### config.mk
export PLATFORM = sky130hd
export DESIGN_NAME = alu_sequencer
export DESIGN_NICKNAME = d
export VERILOG_FILES = /design/src/rtl/alu_sequencer.sv
export SDC_FILE = /design/constraint.sdc
export NUM_CORES = 1
export LEC_CHECK = 0
export ABC_AREA = 1
export CORE_MARGIN = 3
export CORE_UTILIZATION = 48
export CTS_BUF_LIST = sky130_fd_sc_hd__clkbuf_8 sky130_fd_sc_hd__clkbuf_16
export DETAILED_ROUTE_END_ITERATION = 10
export PLACE_DENSITY_LB_ADDON = 0.12
export SYNTH_ARGS = -nofsm -noshare
export SYNTH_HDL_FRONTEND = slang
export SYNTH_SLANG_ARGS = --single-unit
### constraint.sdc
create_clock -name clk -period 1.9 [get_ports clk]
set_input_delay 0.19 -clock clk [delete_from_list [all_inputs] [get_ports clk]]
set_output_delay 0.19 -clock clk [all_outputs]
set_load 0.05 [all_outputs]
### src/rtl/alu_sequencer.sv
// alu_sequencer: one-at-a-time initiator for the 16-command combinational ALU.
// Takes a request on a valid/ready handshake, holds operands on the ALU with
// oe high for SETTLE_CYCLES cycles, captures d_out and returns it on a second
// valid/ready handshake. Divide-by-zero is answered locally and never issued.
//
// state    | meaning
// ---------+--------------------------------------------------------------
// ST_IDLE  | req_ready high, waiting for a request
// ST_DRIVE | alu_oe high, operands stable, settle counter running down
// ST_RESP  | rsp_valid high, response held until rsp_ready
module alu_sequencer #(
    parameter int unsigned SETTLE_CYCLES = 1,
    parameter int unsigned COUNT_W       = 16,
    parameter logic [3:0]  DIV_CMD       = 4'b0101
) (
    input  logic               clk,
    input  logic               rst_n,
    input  logic               req_valid,
    output logic               req_ready,
    input  logic [3:0]         req_cmd,
    input  logic [7:0]         req_a,
    input  logic [7:0]         req_b,
    output logic               rsp_valid,
    input  logic               rsp_ready,
    output logic [15:0]        rsp_data,
    output logic [3:0]         rsp_cmd,
    output logic               rsp_err,
    output logic [7:0]         alu_a,
    output logic [7:0]         alu_b,
    output logic [3:0]         alu_cmd,
    output logic               alu_oe,
    input  logic [15:0]        alu_d,
    output logic [COUNT_W-1:0] op_count,
    output logic [COUNT_W-1:0] err_count
);

    typedef enum logic [1:0] {
        ST_IDLE  = 2'd0,
        ST_DRIVE = 2'd1,
        ST_RESP  = 2'd2
    } state_t;

    // Counter is loaded with SETTLE_CYCLES-1 so the capture edge lands on
    // the SETTLE_CYCLES-th edge after the accept.
    localparam logic [3:0]         SETTLE_LOAD = 4'(SETTLE_CYCLES - 1);
    localparam logic [COUNT_W-1:0] CNT_ONE     = COUNT_W'(1);
    localparam logic [COUNT_W-1:0] CNT_MAX     = '1;

    // A zero settle time would capture d_out on the accepting edge itself.
    generate
        if (SETTLE_CYCLES < 1 || SETTLE_CYCLES > 15) begin : g_bad_settle
            $error("alu_sequencer: SETTLE_CYCLES must be in 1..15");
        end
    endgenerate

    state_t             r_state;
    logic [3:0]         r_settle;
    logic [7:0]         r_alu_a;
    logic [7:0]         r_alu_b;
    logic [3:0]         r_alu_cmd;
    logic               r_alu_oe;
    logic               r_rsp_valid;
    logic [15:0]        r_rsp_data;
    logic [3:0]         r_rsp_cmd;
    logic               r_rsp_err;
    logic [COUNT_W-1:0] r_op_count;
    logic [COUNT_W-1:0] r_err_count;

    logic w_accept;
    logic w_div_zero;
    logic w_rsp_done;

    assign w_accept   = req_valid && (r_state == ST_IDLE);
    assign w_div_zero = (req_cmd == DIV_CMD) && (req_b == 8'h00);
    assign w_rsp_done = r_rsp_valid && rsp_ready;

    // Sequencer FSM with all ALU-side and response-side outputs registered.
    always_ff @(posedge clk or negedge rst_n) begin
        if (!rst_n) begin
            r_state     <= ST_IDLE;
            r_settle    <= 4'd0;
            r_alu_a     <= 8'd0;
            r_alu_b     <= 8'd0;
            r_alu_cmd   <= 4'd0;
            r_alu_oe    <= 1'b0;
            r_rsp_valid <= 1'b0;
            r_rsp_data  <= 16'd0;
            r_rsp_cmd   <= 4'd0;
            r_rsp_err   <= 1'b0;
            r_op_count  <= '0;
            r_err_count <= '0;
        end else begin
            case (r_state)
                ST_IDLE: begin
                    if (w_accept) begin
                        r_rsp_cmd <= req_cmd;
                        if (w_div_zero) begin
                            // Answer locally; ALU-side registers keep old values.
                            r_rsp_data  <= 16'hFFFF;
                            r_rsp_err   <= 1'b1;
                            r_rsp_valid <= 1'b1;
                            r_state     <= ST_RESP;
                        end else begin
                            r_alu_a   <= req_a;
                            r_alu_b   <= req_b;
                            r_alu_cmd <= req_cmd;
                            r_alu_oe  <= 1'b1;
                            r_settle  <= SETTLE_LOAD;
                            r_state   <= ST_DRIVE;
                        end
                    end
                end
                ST_DRIVE: begin
                    if (r_settle != 4'd0) begin
                        r_settle <= r_settle - 4'd1;
                    end else begin
                        r_rsp_data  <= alu_d;
                        r_rsp_err   <= 1'b0;
                        r_alu_oe    <= 1'b0;
                        r_rsp_valid <= 1'b1;
                        r_state     <= ST_RESP;
                    end
                end
                ST_RESP: begin
                    if (w_rsp_done) begin
                        r_rsp_valid <= 1'b0;
                        r_op_count  <= r_op_count + CNT_ONE;
                        if (r_rsp_err && (r_err_count != CNT_MAX)) begin
                            r_err_count <= r_err_count + CNT_ONE;
                        end
                        r_state <= ST_IDLE;
                    end
                end
                default: begin
                    r_state     <= ST_IDLE;
                    r_alu_oe    <= 1'b0;
                    r_rsp_valid <= 1'b0;
                end
            endcase
        end
    end

    assign req_ready = (r_state == ST_IDLE);
    assign rsp_valid = r_rsp_valid;
    assign rsp_data  = r_rsp_data;
    assign rsp_cmd   = r_rsp_cmd;
    assign rsp_err   = r_rsp_err;
    assign alu_a     = r_alu_a;
    assign alu_b     = r_alu_b;
    assign alu_cmd   = r_alu_cmd;
    assign alu_oe    = r_alu_oe;
    assign op_count  = r_op_count;
    assign err_count = r_err_count;

endmodule

==> flow_summary.ini <==
[run_status]
outcome = completed

[yosys]
avgSynthCellArea_um2 = 8.03
synthXorXnorAreaFrac_pct = 4.56
ys_ff_latch = 81
yosysSeqAreaShare_pct = 50.3
yosysWarningCount = 0
synthMuxAreaShare_pct = 0
synth_top_family_by_area = simple AND/OR/NAND/NOR gates
synthDistinctLibCells = 26
syn_area_mm2 = 0.00403
synth_fa_ha_area_share_pct = 1.24
synthSimpleGateAreaFrac_pct = 35.5
syn_inst = 502
synth_nets = 546
synth_compound_gate_area_share_pct = 3.01

[cts]
root_buffer = clkbuf_8
clockBufferDepth = 2
tritoncts = yes
clkSlewWorstSetupHoldPaths_ns = 0.08
cts.sinks = 81
insertion_delay_ns = 0.35
htree_levels = 3
cts_buffers = 9

[drt]
avgViaCountPerCell = 4.94
ant_nets = 0
vias = 3634
finalWirelength_mm = 9.60
wl_per_cell_um = 13.1
drcViolationCount = 0
first_iter_violations = 67
drtPass1Iterations = 5

[critical_path]
crit_path_cell_trace = clkdlybuf4s50_1
cpPeakStageDelay_ns = 0.84
cp_top_family = buffers and inverters
r2r_setup_slack_ns = 0.25
cp_slowest_cell = clkdlybuf4s50_1
cp_data_required_time_ns = 1.71
r2r_start = err_count[0]
r2r-end = err_count[10]
start_kind = flop
worst-path-buf-inv = 1
worstSetupEndpointType = output port
arrival_ns = 1.64
crit_fanout = 5
critical_path_class = reg -> out
reg2regPathDepth = 8

[timing]
maxSlewViolCount = 0
max_freq_ghz = 0.546
slew-limit-headroom_pct = 63.4
rsz0062_at_grt = no
fin_tns_setup_ns = 0
finalHoldWorstSlack_ns = 0.368
hold_viol = 0
worst_pin_slew_ns = 0.550
skew_ns = 0.0108
fin_crit_sh_pct = 96.4
period_minus_slack_ns = 1.83
setup_viol = 0

[cells_and_area]
layout-drive-gt1-share_pct = 10.6
layout_commonest_cell = nand2_1
final_cell_mix = nand2_1, clkdlybuf4s50_1, dfrtp_1
finish.instance_area_mm2 = 0.00556
area_growth_pct = 38.0
finalCoreUtilization_pct = 70.2
num_antenna_cells = 0
fin_nets = 673
fillerInstances = 646

[floorplanning]
pin_count = 116
core_mm2 = 0.00793
start_util_pct = 50.8
die_h_um = 97.6
rows = 32
design.die.area_mm2 = 0.00953
die_x_um = 97.6

[placed_design]
dp.final_hpwl_mm = 7.19
port_buffers = 115
post_dp_cell_area_mm2 = 0.00531
gp_congestion = 0.905

[power]
power_mw = 8.62
powerDensity_mw_per_mm2 = 1550
p_leak_nw = 2.62
ir_drop_v = 0.00102

[grt]
grt_max_degree = 42
grt_pass1_wl_mm = 16.6
grt-ovfl-total = 0
antenna_found_initial = 0
grt_pass1_vias = 3599
grtUsageTotal_pct = 20.9

[min_path]
hold_path_class = in -> async

[job]
cap_violations = 0
## metal layers
| metal | GRT usage (%) | vias to the layer above | share of wire [%] |
|---|---|---|---|
| li1 | - | 1811 | - |
| met1 | 26.5 | 1737 | 43 |
| met2 | 36.3 | 77 | 51 |
| met3 | 3.73 | 9 | 4.7 |
| met4 | 6.39 | 0 | 1.1 |
| met5 | 0 | - | 0 |
## how the worst max path moves through the flow
stage,start,to,slack [ns],cells past startpoint
global route,err_count[3],err_count[3],0.03,1
global placement,err_count[0],err_count[10],0.14,8
floorplan,err_count[0],err_count[12],0.03,9
CTS,err_count[2],err_count[2],0.05,1
detailed placement,req_b[1],rsp_data[4],0.08,9
finish,err_count[2],err_count[2],0.07,1
## timing repair
item / CTS / global route
buffers inserted: 0 / 3
endpoints found under the setup margin: 0 / 15
hold endpoints to repair: 40 / 0
hold buffers: 1 / 0
gates resized for setup: 0 / 1
## cells in the mapped netlist
library cell | instances | share of area [%]
o21ai_1 | 1 | 0.12
nand3_2 | 2 | 0.50
nand2_1 | 193 | 18
inv_2 | 8 | 0.75
nor2_2 | 10 | 1.6
nor2_4 | 5 | 1.4
ha_1 | 4 | 1.2
or2_2 | 8 | 1.2
buf_4 | 4 | 0.75
o21ai_4 | 1 | 0.40
buf_2 | 3 | 0.37
xnor2_1 | 14 | 3.0
clkbuf_1 | 2 | 0.19
xor2_1 | 7 | 1.5
buf_6 | 2 | 0.56
or2_1 | 7 | 1.1
nand3_1 | 45 | 5.6
or2_0 | 1 | 0.16
nand4_1 | 2 | 0.31
o21ai_0 | 18 | 2.2
nand3b_1 | 5 | 0.93
inv_1 | 30 | 2.8
a21oi_1 | 2 | 0.25
nor2_1 | 41 | 3.8
nand2_2 | 6 | 0.93
dfrtp_1 | 81 | 50
## state kept, by name, indices dropped and copies added (netlist names)
name and flops:
rsp_err 1, rsp_data 16, alu_cmd 4, err_count 16, r_state 2, alu_b 8
rsp_valid 1, r_settle 4, op_count 16, alu_a 8, rsp_cmd 4, alu_oe 1
## cell families (layout without fill, tap and decap cells)
logic type               after synthesis  after routing
adder cells (fa/ha/maj)                4              4
flip-flops                            81             81
AND/OR/NAND/NOR                      325            325
AO/OA/AOI/OAI                         22             22
buffers and inverters                 49            180
XOR/XNOR                              21             21
## final cells by class
type | instances | area (µm²) | share of cell area (%)
Clock buffer | 9 | 124 | 2.23
Tap cell | 102 | 128 | 2.29
Timing Repair Buffer | 127 | 1260 | 22.7
Sequential cell | 81 | 2030 | 36.4
Multi-Input combinational cell | 372 | 1790 | 32.2
Clock inverter | 6 | 85.1 | 1.53
Inverter | 38 | 143 | 2.56
## through the flow
step | instances | worst slack, ns
floorplan | 502 | 0.0284
global placement | 716 | 0.144
detailed placement | 716 | 0.0803
CTS | 732 | 0.0544
global route | 735 | 0.0267
finish | 735 | 0.0684
## power breakdown
part           total, mW  internal, mW  switching (mW)
clock               1.33         0.728           0.604
sequential          2.67          2.28           0.387
combinational       4.62          1.48            3.13
total               8.62          4.49            4.12
(Power assumes the default switching activity.)
